[config.mk]
export PLATFORM = sky130hd
export DESIGN_NAME = tmds_decoder
export DESIGN_NICKNAME = d
export VERILOG_FILES = /design/src/rtl/tmds_decoder.sv
export SDC_FILE = /design/constraint.sdc
export NUM_CORES = 1
export LEC_CHECK = 0
export ABC_AREA = 1
export BUFFER_PORTS_ARGS = -buffer_cell sky130_fd_sc_hd__buf_4
export CORE_MARGIN = 3
export CORE_UTILIZATION = 65
export DETAILED_ROUTE_END_ITERATION = 16
export PLACE_DENSITY_LB_ADDON = 0.12
export SLEW_MARGIN = 10
export SYNTH_ARGS = -nofsm -noshare
export SYNTH_HDL_FRONTEND = slang
export SYNTH_SLANG_ARGS = --single-unit
[constraint.sdc]
create_clock -name clk_pix -period 4.7 [get_ports clk_pix]
set_input_delay 0.235 -clock clk_pix [delete_from_list [all_inputs] [get_ports clk_pix]]
set_output_delay 0.235 -clock clk_pix [all_outputs]
set_load 0.005 [all_outputs]
[src/rtl/tmds_decoder.sv]
// Single-channel TMDS receive decoder: bit-slip alignment driven by control-token
// runs, then per-symbol decode into pixel data, control bits and data enable.
module tmds_decoder #(
  parameter int CTRL_RUN     = 16,
  parameter int SEARCH_WIN   = 4096,
  parameter int LOCK_TIMEOUT = 4096
) (
  input  logic       clk_pix,
  input  logic       rst_pix,
  input  logic [9:0] tmds_in,
  output logic [7:0] data,
  output logic [1:0] ctrl,
  output logic       de,
  output logic       locked,
  output logic [3:0] offset
);

  localparam int DW = (SEARCH_WIN > 1) ? $clog2(SEARCH_WIN) : 1;
  localparam int RW = $clog2(CTRL_RUN + 1);
  localparam int QW = (LOCK_TIMEOUT > 1) ? $clog2(LOCK_TIMEOUT) : 1;

  typedef enum logic {ST_SEARCH, ST_LOCKED} state_t;

  state_t          state_q, state_d;
  logic [9:0]      prev_q, sym_q, sym_d;
  logic [3:0]      offset_q, offset_d;
  logic [DW-1:0]   dwell_q, dwell_d;
  logic [RW-1:0]   run_q, run_d;
  logic [QW-1:0]   quiet_q, quiet_d;
  logic [7:0]      data_q, data_d;
  logic [1:0]      ctrl_q, ctrl_d;
  logic            de_q, de_d;
  logic            locked_q, locked_d;

  logic [19:0]     window;
  logic            is_ctrl;
  logic [1:0]      ctrl_val;
  logic [7:0]      dvec, dec;

  assign window = {tmds_in, prev_q};

  // Offset k takes the top bits of the previous word and the low k bits of the current one.
  always_comb begin
    sym_d = prev_q;
    for (int k = 1; k < 10; k++) begin
      if (offset_q == 4'(k)) sym_d = window[k +: 10];
    end
  end

  always_comb begin
    is_ctrl  = 1'b1;
    ctrl_val = 2'b00;
    case (sym_q)
      10'b1101010100: ctrl_val = 2'b00;
      10'b0010101011: ctrl_val = 2'b01;
      10'b0101010100: ctrl_val = 2'b10;
      10'b1010101011: ctrl_val = 2'b11;
      default:        is_ctrl  = 1'b0;
    endcase
  end

  // Undo the optional inversion, then the XOR/XNOR transition chain.
  always_comb begin
    dvec   = sym_q[9] ? ~sym_q[7:0] : sym_q[7:0];
    dec    = 8'h00;
    dec[0] = dvec[0];
    for (int i = 1; i < 8; i++) begin
      dec[i] = sym_q[8] ? (dvec[i] ^ dvec[i-1]) : ~(dvec[i] ^ dvec[i-1]);
    end
  end

  always_comb begin
    state_d  = state_q;
    offset_d = offset_q;
    dwell_d  = dwell_q;
    run_d    = run_q;
    quiet_d  = quiet_q;
    case (state_q)
      ST_SEARCH: begin
        if (run_q == RW'(CTRL_RUN)) begin
          state_d = ST_LOCKED;
          quiet_d = '0;
        end else if (dwell_q == DW'(SEARCH_WIN - 1)) begin
          offset_d = (offset_q == 4'd9) ? 4'd0 : offset_q + 4'd1;
          dwell_d  = '0;
          run_d    = '0;
        end else begin
          // Both counters are below their terminal values here, so they cannot wrap.
          dwell_d = dwell_q + 1'b1;
          run_d   = is_ctrl ? run_q + 1'b1 : '0;
        end
      end
      ST_LOCKED: begin
        if (quiet_q == QW'(LOCK_TIMEOUT - 1)) begin
          state_d = ST_SEARCH;
          dwell_d = '0;
          run_d   = '0;
        end else begin
          quiet_d = is_ctrl ? '0 : quiet_q + 1'b1;
        end
      end
      default: state_d = ST_SEARCH;
    endcase
  end

  // Outputs follow the next state so locked/de change on the same edge as the FSM.
  always_comb begin
    locked_d = (state_d == ST_LOCKED);
    data_d   = 8'h00;
    ctrl_d   = 2'b00;
    de_d     = 1'b0;
    if (locked_d) begin
      if (is_ctrl) begin
        ctrl_d = ctrl_val;
      end else begin
        de_d   = 1'b1;
        data_d = dec;
        ctrl_d = ctrl_q;
      end
    end
  end

  always_ff @(posedge clk_pix) begin
    if (rst_pix) begin
      state_q  <= ST_SEARCH;
      prev_q   <= '0;
      sym_q    <= '0;
      offset_q <= '0;
      dwell_q  <= '0;
      run_q    <= '0;
      quiet_q  <= '0;
      data_q   <= '0;
      ctrl_q   <= '0;
      de_q     <= 1'b0;
      locked_q <= 1'b0;
    end else begin
      state_q  <= state_d;
      prev_q   <= tmds_in;
      sym_q    <= sym_d;
      offset_q <= offset_d;
      dwell_q  <= dwell_d;
      run_q    <= run_d;
      quiet_q  <= quiet_d;
      data_q   <= data_d;
      ctrl_q   <= ctrl_d;
      de_q     <= de_d;
      locked_q <= locked_d;
    end
  end

  assign data   = data_q;
  assign ctrl   = ctrl_q;
  assign de     = de_q;
  assign locked = locked_q;
  assign offset = offset_q;

endmodule

==> summary.md, run 1 <==
Top cell type by total area after synthesis: dfxtp_1. Share of synthesized flip-flops with an asynchronous set or reset: 0. After the first detailed-routing iteration, the DRC count stood at 248. The share of the clock period used by the worst path after layout is 0.470, and the distinct cell type count of the synthesized netlist is 34.

The tools report the number of detailed-route iterations in the first pass as 5. TritonCTS built the clock tree. Clock root buffer: clkbuf_8.

The count of clock tree sinks was 65; the instance area after placement was 3970 µm². The number of hold buffers added after CTS is 0, and the post-route minimum period is 2.21 ns. In this run the core area contains 27 standard-cell rows. In the routed layout, each cell is associated on average with a via count of 5.66. Dividing total power by cell area gives a power density of 284 nW/µm². For this run the aggregate overflow at the end of global routing stands at 0.

The CTS H-tree depth came out at 3. The finished cells cover 4190 µm². The required time of the critical path is 4.94 ns, and the total die area is 6760 µm².

Once placement completed, the tool counted placed cells totaling 671. Of all nets on the critical path, the largest fanout is 21. In the final timing run, aggregate negative setup slack is 0 ns. Leakage power summed over all cells: 1.84 nW. Measured along the y axis, the die boundary spans 82.2 µm. Max-slew violation count: 0. The starting density of the core was 0.677; the wire length of the first global-routing pass was 15600 µm. The flop and latch count out of synthesis was 65.

The worst setup path is launched from a register. The repair_antennas step left the layout with diodes totalling 0. The overall global routing resource usage came out at 0.293. The total of fill cells in the finished design was 474; the net switching fraction of the power was 0.243. In this run the most critical hold path is launched from tmds_in[9].

For the area of the core region, the log shows 5570 µm². Setup violations remaining at the end of the flow were counted as 0. The maximum clock path buffer count is 2, and the max-cap check violation count is 0. VDD sags by at most 0.205 mV. DRC violation count after routing: 0. The tightest min-delay check is of the in -> reg type. For this design the top-level I/O count stands at 28.

The number of warning messages in the yosys log is 0, and the maximum number of pins on one net before global-route repair is 22. The number of buffers inserted during clock tree synthesis is 9, and the sequential share of the synthesized area is 0.345. The final estimated routing congestion in global placement is 0.914. The flow ran to the end, and the final reports show no timing, DRC or antenna violations. The logs give 0.289 mW for the power dissipated by switching net loads and 0 for the total setup buffers inserted after CTS. By startpoint and endpoint, the worst setup path is classified as reg -> reg.

Internal power comes to 0.902 mW. Actual slew at the worst max-slew pin: 0.618 ns. The number of nets handed over by synthesis was 606. The die outline width was 82.2 µm. The share of total power in combinational logic was 0.061. Post-synthesis average cell area: 6.40 µm². The tools report the clock network fraction of design power as 0.458. Ranked by instance count, the synthesized netlist is headed by nand2_1, inv_1, dfxtp_1, a21oi_1, nand3_1. The logs give 3584 for the via count of the first global-routing pass and 590 for the gate count after technology mapping. Summed over all layers, the routed wires come to 9250 µm.

The fraction of layout cells with a size suffix above 1 was 0.111; the net count reported at finish was 626. The logs give 0 for the initial antenna violation count and 0.00790 ns for the clock skew. Setup repair after global routing left no endpoint under its margin. The worst relative slew slack is 0.587, and the detailed placer's ending HPWL is 6660 µm. For the cell area after synthesis, the log shows 3770 µm². The sequential cell fraction of total power came out at 0.481.

The worst setup path is captured at a register. The most used flip-flop cell after synthesis is dfxtp_1. The detail route stage leaves a number of antenna-violating nets equal to 0. In this run the tool buffered the top-level ports with 27 buffer cells. The synthesized design contains 0 enable-type register cells. By instance count, the leading cell after synthesis is nand2_1. The logs give 3885 for the overall via count from detail_route and 2.45 ns for the arrival time of the worst setup path.

Signed area change from the synthesized netlist to the final layout: 11.1%. In the final routed layout, each cell accounts on average for 13.5 µm. The hold violation total from the final report is 0. The reg-to-reg startpoint was quiet_q[0]. Clock-pin slew was measured on the worst setup and hold paths at 0.08 ns. Timing would allow up to 452 MHz.

Leaving out filler cells and counting taps, the final layout contains 687. The run gives 0.34 ns as the latest clock arrival within the worst-skew pair. Ranked by total cell area, the synthesized netlist is headed by dfxtp_1, nand2_1, inv_1. Gates resized during post-CTS repair numbered 0.

In this run the worst setup path begins at quiet_q[0]. The share of Yosys cell area claimed by the top area cell type is 0.345.
state kept, by name, summed over array words and instances, names as in the netlist:
register,flops
sym_q,10
quiet_q,12
ctrl,2
run_q,5
dwell_q,12
offset,4
locked,1
data,8
prev_q,10
de,1
cell usage in the layout (no fill, tap or decap), drive strengths merged:
cell type    n
mux2i        1
nor4         2
buf         28
nand2      138
a211oi       3
ha           4
o21ai       47
nor3        18
o31ai        1
o211a        1
clkinvlp     1
a21oi       58
a31oi        1
bufinv       2
a22o         1
clkbuf      10
inv         97
nand3       54
o21a         1
xor2        11
dfxtp       65
xnor2        2
and3         2
nor2        50
or2          1
clkinv       4
nand4       12
logic make-up after synthesis:
| group | Yosys count | share of synthesized area |
|---|---|---|
| AND/OR/NAND/NOR | 277 | 0.325 |
| buffers and inverters | 117 | 0.126 |
| AO/OA/AOI/OAI | 113 | 0.158 |
| flip-flops | 65 | 0.345 |
| XOR/XNOR | 13 | 0.0302 |
| adder cells (fa/ha/maj) | 4 | 0.0133 |
| multiplexers | 1 | 0.00265 |
power groups by stage:
stage	registers, mW	logic, mW	clock network (mW)
5_1_grt	0.574	0.0843	0.578
6_report	0.573	0.0729	0.546
2_1_floorplan	0.580	0.0486	0
3_5_place_dp	0.585	0.0717	0
4_1_cts	0.572	0.0721	0.553
3_3_place_gp	0.584	0.0701	0
stage by stage:
step | util | hold WS [ns] | setup slack, ns | power (mW)
global placement | 0.712 | 0.443 | 2.62 | 0.655
global route | 0.752 | 0.126 | 2.21 | 1.24
floorplan | - | 0.342 | 3.09 | 0.629
detailed placement | 0.712 | 0.449 | 2.54 | 0.657
CTS | 0.752 | 0.0895 | 2.52 | 1.20
finish | 0.752 | 0.0953 | 2.49 | 1.19
worst max-delay path, cell delays in order, from the launching register on:
cell     delay, ns
dfxtp_1       0.38
ha_1          0.18
nand2_1       0.07
nor2_1        0.21
nand4_1       0.14
nand2_2       0.33
nor2_1        0.16
inv_1         0.30
nor2_1        0.10
a22o_1        0.24
final timing paths:
check	to	slack [ns]	cells after the start
setup / recovery	ctrl[1]	2.49	9
hold / removal	prev_q[9]	0.1	3
setup reg to reg	ctrl[1]	2.49	9
hold reg to reg	dwell_q[10]	0.47	2
routing by layer:
metal  track usage  vias to the layer above  share of wire
met5             0                        -              0
met4         0.123                        0          0.019
met3        0.0456                       22          0.063
met2         0.513                      164           0.50
met1         0.356                     1760           0.42
li1              -                     1939              -
final cells by class:
cell class | count | area [µm²] | share of cell area
clock buffer | 10 | 138 | 0.0328
clock inverter | 6 | 90.1 | 0.0215
inverter | 98 | 368 | 0.0877
multi-input combinational | 408 | 2000 | 0.476
sequential | 65 | 1300 | 0.310
tap | 72 | 90.1 | 0.0215
timing repair buffer | 28 | 210 | 0.0501
(Power assumes the default switching activity.)
==> run 2: changes to the inputs <==
ABC_AREA = 0   (was 1)
CORE_UTILIZATION = 55   (was 65)
clock period = 2 ns   (was 4.7 ns; I/O delays follow)
==> run 2 against run 1 <==
  * Clock skew grew 0.0030 ns
  * Highest routed layer unchanged
  * The flow now finishes with violations (setup timing)
  * Die area grew 21%
  * Wire length grew 12%
  * Largest power group unchanged
==> summary.md, run 2 <==
After synthesis, the largest family of logic cells by area is simple AND/OR/NAND/NOR gates. After detailed routing, the number of remaining DRC violations is 0. The distinct cell type count of the synthesized netlist was 67; the count of clock tree sinks was 65.

The tools report the maximum clock rate as 450 MHz. The share of the clock period used by the worst path after layout was 1.11. In this run the cell area of the synthesized design comes to 3900 µm². In this run the number of H-tree levels came out at 3. The die covers 8140 µm².

For the pin with the worst max-slew slack, the measured transition is 0.544 ns. The multiplexer area fraction after synthesis came out at 0.0298. 0 antenna diodes ended up in the layout.

The run finished, with violations left. The critical path is of the reg -> reg type. Routability-driven placement finished with a final weighted congestion of 0.924.

The final critical-path setup slack is -0.223 ns. Setup repair after global routing could not meet its margin everywhere. Buffers inserted during clock tree synthesis total 9. TritonCTS built the clock tree.

Beginning of the worst hold path: tmds_in[6]. In this run the register-to-register setup slack is -0.22 ns. At the end of the flow, the number of nets in the layout was 571. The worst setup path is launched from a register. The share of synthesized cell area in full adder, half adder and majority cells was 0.0128.

The tools report the kind of end point of the critical path as a register. Fraction of layout cells with a size suffix above 1: 0.234. Synthesis produced a netlist with a net count of 515. The latest clock arrival within the worst-skew pair was 0.35 ns; the worst setup timing slack at the placement stage was -0.208 ns.

The leakage power summed over all cells came out at 1.77 nW. The core region is 6830 µm². The worst hold path passes through 2 cells. The endpoint identified for the worst register-to-register timing path is run_q[2].

The logs give 5 for the number of detailed-route iterations in the first pass and 28 for the total I/O pin count. The HPWL after detailed placement is 7090 µm. For this design the ratio of total power to cell area is 535 nW/µm². The final reports fail on setup timing. The share of synthesized flip-flops with an asynchronous set or reset came out at 0.

The largest registers in the layout are dwell_q: 12 flops, quiet_q: 12 flops. The depth of the worst register-to-register path came out at 5. Leading cell type in the layout, fill and taps excluded: buf_4.

The tools report the placed instance count as 634. The wire length of the first global-routing pass is 17200 µm. The die outline width came out at 90.2 µm.

Yosys printed 0 warnings. Peak supply drop: 0.290 mV. The sum of internal, switching and leakage power is 2.55 mW. The worst hold path belongs to the class in -> reg. After floorplanning, the core was divided into 30 placement rows. After layout, the minimum clock period comes to 2.22 ns. Most used standard cell by instance count after synthesis: dfxtp_1. The detail route stage leaves a number of antenna-violating nets equal to 0. Dividing the detail-routed via count by the number of cells gives 5.96.

The number of enable-type register cells in the synthesized netlist came out at 0. The most used flip-flop cell after synthesis is dfxtp_1. For the hold violation total from the final report, the log shows 0.

The run gives 42 as the maximum number of pins on one net before global-route repair. The startpoint identified for the worst register-to-register timing path is sym_q[3]. The tools report the clock root buffer as clkbuf_8. The logs give 0 for the sum of overflow across all layers after global routing and -0.708 ns for the accumulated negative setup slack. At the worst endpoint, the arrival time is 2.50 ns. The total wirelength of the detailed-routed design is 10400 µm. For the initial antenna violation count, the log shows 0.

The tools report the overall via count from detail_route as 3909. The share of Yosys cell area claimed by the top area cell type is 0.333, and the worst relative slew slack is 0.634. Data on the critical path is required at its endpoint by 2.27 ns. Across the run, the number of max-cap violations was 0. The run gives 0.571 as the starting density of the core. The run gives 5 as the number of endpoints failing setup at the final stage. The path with the worst hold slack has its endpoint at prev_q[6]. The via count of the first global-routing pass is 3489, and the height of the die is 90.2 µm.

The logs give 0.333 for the sequential share of the synthesized area and 0 for the max-slew violation count. Simple-gate area share of the yosys netlist: 0.291. After synthesis the netlist holds a flip-flop and latch count of 65. The tools report the gate count after technology mapping as 499. Clock-pin slew was measured on the worst setup and hold paths at 0.08 ns. The area growth from synthesis to layout is 22.1%. Leaving out fill and tap cells, the most frequent cells in the layout are buf_4, nor2_1, dfxtp_1.

The DRC violation total after the first TritonRoute iteration was 337; the share of the synthesized area in compound gates (AO/OA/AOI/OAI) was 0.220. Final core utilization: 0.698. Top cell type by total area after synthesis: dfxtp_1. Dividing the synthesized area by the synthesized cell count gives 7.82 µm². The clock passes through at most 2 buffers.

On the final layout, the worst clock skew is 0.0109 ns. The commonest cells after synthesis are dfxtp_1, nor2_1, clkbuf_1, a21oi_1, nand2_1. Buffers placed on the I/O ports in this run total 27. The overall global routing resource usage is 0.256. By area the synthesized netlist is led by dfxtp_1, nor2_1, xnor2_1. In this run the worst path has a maximum fanout of 8.

The share of the synthesized netlist area taken by xor and xnor gates came out at 0.0651. The total of fill cells in the finished design came out at 594. Leaving out filler cells and counting taps, the final layout contains 656. Post-detailed-route wirelength per cell: 15.8 µm.
run 2: cell types whose count changed after synthesis, moves of 17 or more:
| cell | before | now |
|---|---|---|
| nor2b_1 | 0 | 17 |
| nand2_1 | 134 | 30 |
| a21oi_1 | 58 | 34 |
| nand3_1 | 54 | 14 |
| nor2_1 | 44 | 62 |
| clkbuf_1 | 6 | 37 |
| inv_1 | 86 | 8 |
| xnor2_1 | 2 | 22 |
run 2: worst max path at each step:
| stage | start | endpoint | slack [ns] | depth (start not counted) |
|---|---|---|---|---|
| finish | sym_q[3] | run_q[2] | -0.22 | 5 |
| global route | sym_q[3] | run_q[2] | -0.27 | 5 |
| CTS | sym_q[3] | run_q[2] | -0.21 | 5 |
| detailed placement | sym_q[3] | run_q[2] | -0.21 | 5 |
| global placement | sym_q[3] | run_q[2] | -0.16 | 5 |
| floorplan | sym_q[3] | run_q[2] | -0.20 | 6 |
run 2: final cells by class:
cell class | instances | area (µm²) | share of cell area
clock buffer | 9 | 124 | 0.0260
tap | 96 | 120 | 0.0252
timing repair buffer | 85 | 674 | 0.142
inverter | 9 | 33.8 | 0.00709
sequential | 65 | 1310 | 0.275
clock inverter | 7 | 46.3 | 0.00971
multi-input combinational | 385 | 2450 | 0.515
run 2: timing repair:
action	CTS	global route
gates cloned	0	0
endpoints found under the setup margin	5	20
hold buffers	3	0
endpoints found under the hold margin	3	0
gates resized for setup	1	15
buffers inserted	0	3
pin swaps	0	7
run 2: through the flow:
step	instance area (µm²)	hold WS, ns
finish	4770	0.0234
global route	4770	0.0302
CTS	4690	0.0110
detailed placement	4490	0.318
global placement	4490	0.309
floorplan	3910	0.228
run 2: routing by layer:
layer,part of all wire,vias to the layer above,GRT usage
met5,0,-,0
met4,0.014,0,0.0944
met3,0.075,16,0.0494
met2,0.44,155,0.383
met1,0.47,1803,0.366
li1,-,1935,-
run 2: where the power goes:
| part | leakage [nW] | switching, mW | internal, mW |
|---|---|---|---|
| Clock | 0.0814 | 0.553 | 0.446 |
| Sequential | 0.532 | 0.0230 | 1.32 |
| Combinational | 1.16 | 0.109 | 0.101 |
| Total | 1.77 | 0.685 | 1.86 |
run 2: worst max-delay path, cell delays in order, from the launching register on:
cell and delay, ns:
dfxtp_2 0.32, or3b_4 0.38, or4_4 0.44, a211o_4 0.38
or4b_1 0.47, a31oi_1 0.16
run 2: cell families after synthesis:
| kind of cell | after synthesis |
|---|---|
| AOI/OAI and AO/OA | 129 |
| buffers and inverters | 49 |
| and+or+nand+nor | 212 |
| DFF | 65 |
| muxes | 11 |
| xor gates and xnor gates | 29 |
| adders and majority gates | 4 |
